===== src/rtl/uart_tx_arbiter.sv =====
// uart_tx_arbiter: shares one uart_tx between NREQ byte sources, one byte per grant,
// round-robin order, and sequences the tx_start / tx_done_tick handshake.
// Optional watchdog abort of a transfer whose tx_done_tick never arrives:
// compile with TX_TIMEOUT_EN defined.
module uart_tx_arbiter #(
    parameter int unsigned NREQ    = 3,
    parameter int unsigned DBIT    = 8,
    parameter int unsigned TIMEOUT = 100000000,
    parameter int unsigned TO_W    = 27
) (
    input  logic                 clk,
    input  logic                 reset,
    input  logic [NREQ-1:0]      req,
    input  logic [NREQ*DBIT-1:0] req_data,
    output logic [NREQ-1:0]      ack,
    output logic                 busy,
    output logic [2:0]           grant_id,
    output logic                 tx_start,
    output logic [DBIT-1:0]      tx_din,
    input  logic                 tx_done_tick,
    output logic                 timeout_err
);

    // Elaboration-time parameter sanity checks
    if (NREQ < 2 || NREQ > 8) begin : g_bad_nreq
        $error("uart_tx_arbiter: NREQ must be in 2..8");
    end
    if ((64'd1 << TO_W) <= 64'(TIMEOUT)) begin : g_bad_to_w
        $error("uart_tx_arbiter: 2**TO_W must exceed TIMEOUT");
    end

    typedef enum logic [2:0] {
        StIdle,
        StLoad,
        StStart,
        StWait,
        StDone
    } state_e;

    state_e          state;
    logic [2:0]      ptr;
    logic [NREQ-1:0] rot;
    logic            sel_found;
    logic [3:0]      sel_sum;
    logic [2:0]      sel_idx;
    logic [2:0]      next_ptr;
    logic [DBIT-1:0] grant_data;
    logic [NREQ-1:0] ack_set;

`ifdef TX_TIMEOUT_EN
    logic [TO_W-1:0] wait_cnt;
`endif

    // Rotate requests so bit 0 is the requester at ptr, then take the first set bit
    always_comb begin
        rot       = NREQ'({req, req} >> ptr);
        sel_found = 1'b0;
        sel_sum   = 4'd0;
        for (int j = 0; j < NREQ; j++) begin
            if (!sel_found && rot[j]) begin
                sel_found = 1'b1;
                sel_sum   = {1'b0, ptr} + 4'(j);
            end
        end
        if (sel_sum >= 4'(NREQ)) begin
            sel_sum = sel_sum - 4'(NREQ);
        end
        sel_idx = sel_sum[2:0];
    end

    // Data mux, ack one-hot and pointer advance for the granted requester
    always_comb begin
        grant_data = '0;
        ack_set    = '0;
        for (int i = 0; i < NREQ; i++) begin
            if (grant_id == 3'(i)) begin
                grant_data = req_data[i*DBIT +: DBIT];
                ack_set[i] = 1'b1;
            end
        end
        next_ptr = (grant_id == 3'(NREQ - 1)) ? 3'd0 : grant_id + 3'd1;
    end

    // Arbitration FSM with registered outputs
    always_ff @(posedge clk or posedge reset) begin
        if (reset) begin
            state    <= StIdle;
            ptr      <= 3'd0;
            grant_id <= 3'd0;
            ack      <= '0;
            busy     <= 1'b0;
            tx_start <= 1'b0;
            tx_din   <= '0;
`ifdef TX_TIMEOUT_EN
            timeout_err <= 1'b0;
            wait_cnt    <= '0;
`endif
        end else begin
            ack      <= '0;
            tx_start <= 1'b0;
`ifdef TX_TIMEOUT_EN
            timeout_err <= 1'b0;
`endif
            case (state)
                StIdle: begin
                    if (sel_found) begin
                        grant_id <= sel_idx;
                        busy     <= 1'b1;
                        state    <= StLoad;
                    end
                end
                StLoad: begin
                    tx_din <= grant_data;
                    state  <= StStart;
                end
                StStart: begin
                    // Pulse is registered, so uart_tx sees it during the first WAIT cycle
                    tx_start <= 1'b1;
`ifdef TX_TIMEOUT_EN
                    wait_cnt <= '0;
`endif
                    state    <= StWait;
                end
                StWait: begin
                    // A done tick coinciding with our own tx_start cannot belong to this byte
                    if (tx_done_tick && !tx_start) begin
                        ack   <= ack_set;
                        state <= StDone;
                    end
`ifdef TX_TIMEOUT_EN
                    else if (wait_cnt == TO_W'(TIMEOUT - 1)) begin
                        timeout_err <= 1'b1;
                        ptr         <= next_ptr;
                        busy        <= 1'b0;
                        state       <= StIdle;
                    end else begin
                        wait_cnt <= wait_cnt + 1'b1;
                    end
`endif
                end
                StDone: begin
                    ptr   <= next_ptr;
                    busy  <= 1'b0;
                    state <= StIdle;
                end
                default: begin
                    busy  <= 1'b0;
                    state <= StIdle;
                end
            endcase
        end
    end

`ifndef TX_TIMEOUT_EN
    assign timeout_err = 1'b0;
`endif

endmodule


===== config.mk =====
export PLATFORM = sky130hd
export DESIGN_NAME = uart_tx_arbiter
export DESIGN_NICKNAME = d
export VERILOG_FILES = /design/src/rtl/uart_tx_arbiter.sv
export SDC_FILE = /design/constraint.sdc
export NUM_CORES = 1
export LEC_CHECK = 0
export ABC_CLOCK_PERIOD_IN_PS = 5300
export CAP_MARGIN = 0
export CORE_UTILIZATION = 25
export CTS_CLUSTER_DIAMETER = 60
export DETAILED_ROUTE_END_ITERATION = 16
export PLACE_DENSITY = 0.6
export SLEW_MARGIN = 20
export SYNTH_ARGS = -nofsm -noshare
export SYNTH_HDL_FRONTEND = slang
export SYNTH_SLANG_ARGS = --single-unit

===== constraint.sdc =====
create_clock -name clk -period 5.3 [get_ports clk]
set_input_delay 0.795 -clock clk [delete_from_list [all_inputs] [get_ports clk]]
set_output_delay 0.795 -clock clk [all_outputs]
set_load 0.05 [all_outputs]

# After elaboration in Yosys (flattened, before gate mapping)
# Cells that the tools add are included.
[word_totals] latchBits=0 mem_bits_rw=0 mem_bits_ro=0 input_bits=30 memories=0 regBits=22 output_inout_bits=17 elab_cells=56
[op_classes] reduce_logical=12 order_cmp=1 n_shift=1 div_mod_pow=0 eq_ne=8 multipliers=0 n_addsub=4 n_mux=22 bitwise=1
[op_table] cell="$mux W8" count=3
[op_table] cell="$mux W3" count=7
[op_table] cell="$pmux W3 S4" count=1
[op_table] cell="$eq A3 B2 Y1 const B" count=3
[op_table] cell="$mux W1" count=8
[op_table] cell="$mux W4" count=2
[op_table] cell="$eq A3 B1 Y1 const B" count=2
[op_table] cell="$logic_not A3 Y1" count=2
[op_table] cell="$reduce_and A2 Y1" count=3
[op_table] cell="$shr A6 B3 Y3" count=1
[op_table] cell="$add A3 B1 Y4 const B" count=1
[op_table] cell="$add A3 B2 Y4 const B" count=1
[op_table] cell="$ge A4 B2 Y1 const B" count=1
[op_table] cell="$ne A2 B2 Y1 const B" count=2
[op_table] cell="$add A3 B1 Y3 const B" count=1
[op_table] cell="$eq A3 B3 Y1 const B" count=1
[op_table] cell="$logic_and A1 B1 Y1" count=3
[op_table] cell="$logic_not A1 Y1" count=3
[op_table] cell="$reduce_or A3 Y1" count=1
[op_table] cell="$sub A3 B2 Y3 const B" count=1
[op_table] cell="$pmux W1 S2" count=1
[op_table] cell="$not A1 Y1" count=1

# Depth between registers and ports, before layout
[logic_depth] word_depth=10 ltp_mapped=9 mapped_depth_nobuf=9

# Least setup slack after synthesis
# OpenSTA, ideal clock, no wires.
[synth_path] path_type="in2reg" start="in req[0]" end="reg grant_id[1]" path_buffers=1 setup_time_ns=0.132 path_stages=9 path_slack_ns=2.684 required_ns=5.168 arrival_time_ns=2.483 path_cell_list="buf_6 -> or3b_1 -> a2111oi_0 -> a211oi_1 -> a31oi_2 -> ha_1 -> nor3_1 -> a32oi_1 -> o21ai_0"
[synth_between] elab_chain_cells=10 elab_cells_between_ends=15 cone_classes="add/sub (1); order compare (1); shift (1); mux (7); reduce/logical (5)"
[synth_lines] item="from (decl)" line_no="13" source="input logic [NREQ-1:0] req,"
[synth_lines] item="$shr A6 B3 Y3 *" line_no="56" source="rot = NREQ'({req, req} >> ptr);"
[synth_lines] item="$mux W1" line_no="60" source="if (!sel_found && rot[j]) begin"
[synth_lines] item="$logic_not A1 Y1" line_no="60"
[synth_lines] item="$logic_and A1 B1 Y1" line_no="60"
[synth_lines] item="$mux W1" line_no="60"
[synth_lines] item="$logic_not A1 Y1" line_no="60"
[synth_lines] item="$logic_and A1 B1 Y1" line_no="60"
[synth_lines] item="$mux W4" line_no="60"
[synth_lines] item="$ge A4 B2 Y1 or $sub A3 B2 Y3 (tied branches)" line_no="65, 66"
[synth_lines] item="$mux W3" line_no="65" source="if (sel_sum >= 4'(NREQ)) begin"
[synth_lines] item="to (signal assigned)" line_no="107" source="grant_id <= sel_idx;"
[synth_lines] item="to (decl)" line_no="17" source="output logic [2:0] grant_id,"
# Every way passes the cells marked *; elsewhere a longest branch is shown, timed or not.
# A chain may end at the register's enable or synchronous reset.

# Worst setup path after layout
[layout_path] start="in req[1]" end="reg grant_id[1]"
# Same word-level chain as after synthesis.

==> qor.txt <==
outcome - finished clean
DIE AREA - 6260 µm²
Setup TNS - 0 ps
Antenna diodes - 0
simple-gate share of the synthesized area - 24.1%
Min-Delay Path Class - register to register
worst-case reg-to-reg path depth - 9
slowest stage cell, crit path - clkdlybuf4s50_1
net count after synthesis - 203
RR Startpoint - ptr[1]
Clock Pin Slew Worst Setup and Hold Paths - 80 ps
Power Density - 513 nW/µm²
Area Growth Syn to Fin - 34.8%
largest net degree at the start of global routing - 23
Die W - 79.1 µm
Starting Density - 26.5%
final worst-path cycle share - 60.0%
Setup violations, final - 0
multiplexer area fraction after synthesis - 5.38%
Final WS setup - 2120 ps
number of H-tree levels - 1
fmax - 314 MHz
Core Region - 5610 µm²
initial antenna violation count - 0
cts bufs inserted - 3
worst hold slack - 493 ps
Crit Path Class - primary input to register
Die Ht - 79.1 µm
Worst setup EP type - register
final core occ - 35.8%
Slew headroom - 45.0%
Clock Path Buffers - 2
Synth Flop Type - dfrtp_1
Vias - 1347
register area share after synthesis - 37.0%
Port Buffers - 45
Pleak - 0.000786 µW
Final nets - 240
min-delay src - state[0]
Post-Syn Area - 1490 µm²
CP Launch Type - primary input
Final Max Slew Viols - 0
adder-cell share of the synthesized area - 2.52%
R2R setup slack - 2670 ps
post-synthesis compound-gate area fraction - 23.5%
Fill cells - 600
DRC - 0
Largest stage delay, worst path - 700 ps
count of cells resized by post-cts repair - 0
Gate Count Post-Synth - 170
warnings from Yosys - 0
FF+latch area - 551 µm²
Clk Latency, worst-skew pair - 260 ps
Final Cell Area - 2010 µm²
crit path cell chain - clkdlybuf4s50_1 > or3b_1 > a2111oi_0 > a211oi_1 > a31oi_2 > ha_1 > nor3_1 > a32oi_1 > o21ai_0
Synth Register Bits - 22
starting DRC count in detailed routing - 114
GR Overflow Total - 0
clk root buf - clkbuf_8
Cell variety after synth - 46
Hold Path Sink - tx_start
area share of xor/xnor cells in the synthesized design - 1.18%
DR WL/cell - 12.9 µm
min Tclk post-route - 3180 ps
gpl congestion - 0.782
combinational family with the most area after synthesis - simple AND/OR/NAND/NOR gates
RSZ-0062 raised after global routing - no
Final Hold Viols - 0
WL final - 3.58 mm
Tot GR Track Use - 12.2%
footprint of the multi-input gates - 847 µm²
Worst Path Arrival - 3320 ps
Post-CTS Hold Fix Bufs - 0
Post-CTS Setup Bufs - 0
ys async rst share - 100%
drt via density - 4.86
DRT antenna net count - 0
Max Clock Skew - 3.84 ps
Required @ worst endpoint - 5440 ps
VDD IR max - 0.222 mV
Rows - 27
syn_area_per_cell - 8.75 µm²
vias in the first global route - 1250
Post-synth EDFFs - 0
layout cells sized above 1 - 2.93%
io pins - 47
dpl ws - 1890 ps
Worst Tran Pin Value - 825 ps
dpl cell area - 1960 µm²
CTS tree - yes
1st-pass router iterations - 4
max-cap violations - 0
reg-to-reg critical path endpoint - grant_id[0]
placed wire-length estimate - 2.74 mm
Clock Sink Count - 22
first-pass GRT wire length - 6.04 mm
crit-path max FO - 13
Hold Path Stages - 1
worst max-delay path: cells and delay by family:
kind                     cells  cell delay [ps]
AO/OA/AOI/OAI                5             1090
AND/OR/NAND/NOR              2              490
buffers and inverters        1              700
adder cells (fa/ha/maj)      1              260
power breakdown:
part / switching, µW / total, µW / internal [µW]
Sequential: 104 / 338 / 234
Clock: 52.2 / 103 / 50.8
Combinational: 348 / 588 / 240
Total: 504 / 1030 / 525
per-stage QoR:
stage / instances / power, µW
after CTS: 277 / 1040
after detailed placement: 274 / 933
after global placement: 274 / 929
after floorplan: 170 / 760
after global routing: 277 / 1120
final: 277 / 1030
final cells by class:
| class | count | share of cell area [%] |
|---|---|---|
| inverters | 7 | 1.31 |
| multi-input cells | 128 | 42.2 |
| clock buffers | 3 | 2.06 |
| repair buffers | 45 | 22.5 |
| flip-flops and latches | 22 | 27.4 |
| well taps | 72 | 4.49 |
worst max path at each step:
stage                       from           to  slack, ps  depth (start not counted)
final                     req[1]  grant_id[1]       2120                          9
after CTS                 req[1]  grant_id[1]       2170                          9
after global routing      req[1]  grant_id[1]       1940                          9
after global placement    req[1]  grant_id[1]       1960                          9
after detailed placement  req[1]  grant_id[1]       1890                          9
after floorplan           req[0]  grant_id[1]       2680                          9
sequential cells by signal, indices dropped and copies added (netlist names):
signal	flops
busy	1
tx_din	8
state	3
tx_start	1
ptr	3
ack	3
grant_id	3
cell families (layout without fill, tap and decap cells):
logic type,after synthesis,in the layout
and+or+nand+nor,65,65
other,1,1
buffers and inverters,20,55
AOI/OAI and AO/OA,49,49
adders and majority gates,3,3
xor gates and xnor gates,2,2
muxes,8,8
DFF,22,22
cell usage in the layout (no fill, tap or decap), types with 2 or more instances in the layout:
master,instances
o2111ai_1,3
mux2i_1,8
clkbuf_8,3
a21oi_1,7
nand2_1,18
nand3_1,3
ha_1,3
a31oi_1,2
nand3b_1,2
o21ai_0,15
dfrtp_1,22
nor2b_1,6
nor3b_1,5
nand2b_1,6
a22o_1,8
or3_1,2
inv_1,6
nor2_1,9
nor3_1,7
clkdlybuf4s50_1,45
o32a_1,2
cell usage after synthesis, drive strengths merged, types with 2 or more instances:
cell,number,area share (%)
nor4,2,1.3
ha,3,2.5
or3,2,0.84
o2111ai,3,1.8
nor2b,6,2.5
dfrtp,22,37
buf,5,2.3
nand2,18,4.5
nor3,7,2.4
clkbuf,8,2.0
a31oi,3,1.7
inv,6,1.5
a22o,8,4.7
o32a,2,1.3
mux2i,8,5.4
o21ai,16,5.4
nor2,9,2.3
nor3b,5,2.5
nand2b,6,2.5
nand3,3,1.0
a21oi,7,2.4
nand3b,2,1.0
metal layers:
metal	GRT usage (%)	part of all wire [%]	wire (µm)	vias up
li1	-	-	-	692
met1	17.6	49	1760	620
met2	17.9	45	1620	31
met3	2.87	4.5	162	4
met4	3.09	1.0	36	0
met5	0	0	0	-
Power figures use the tool's default switching activity.
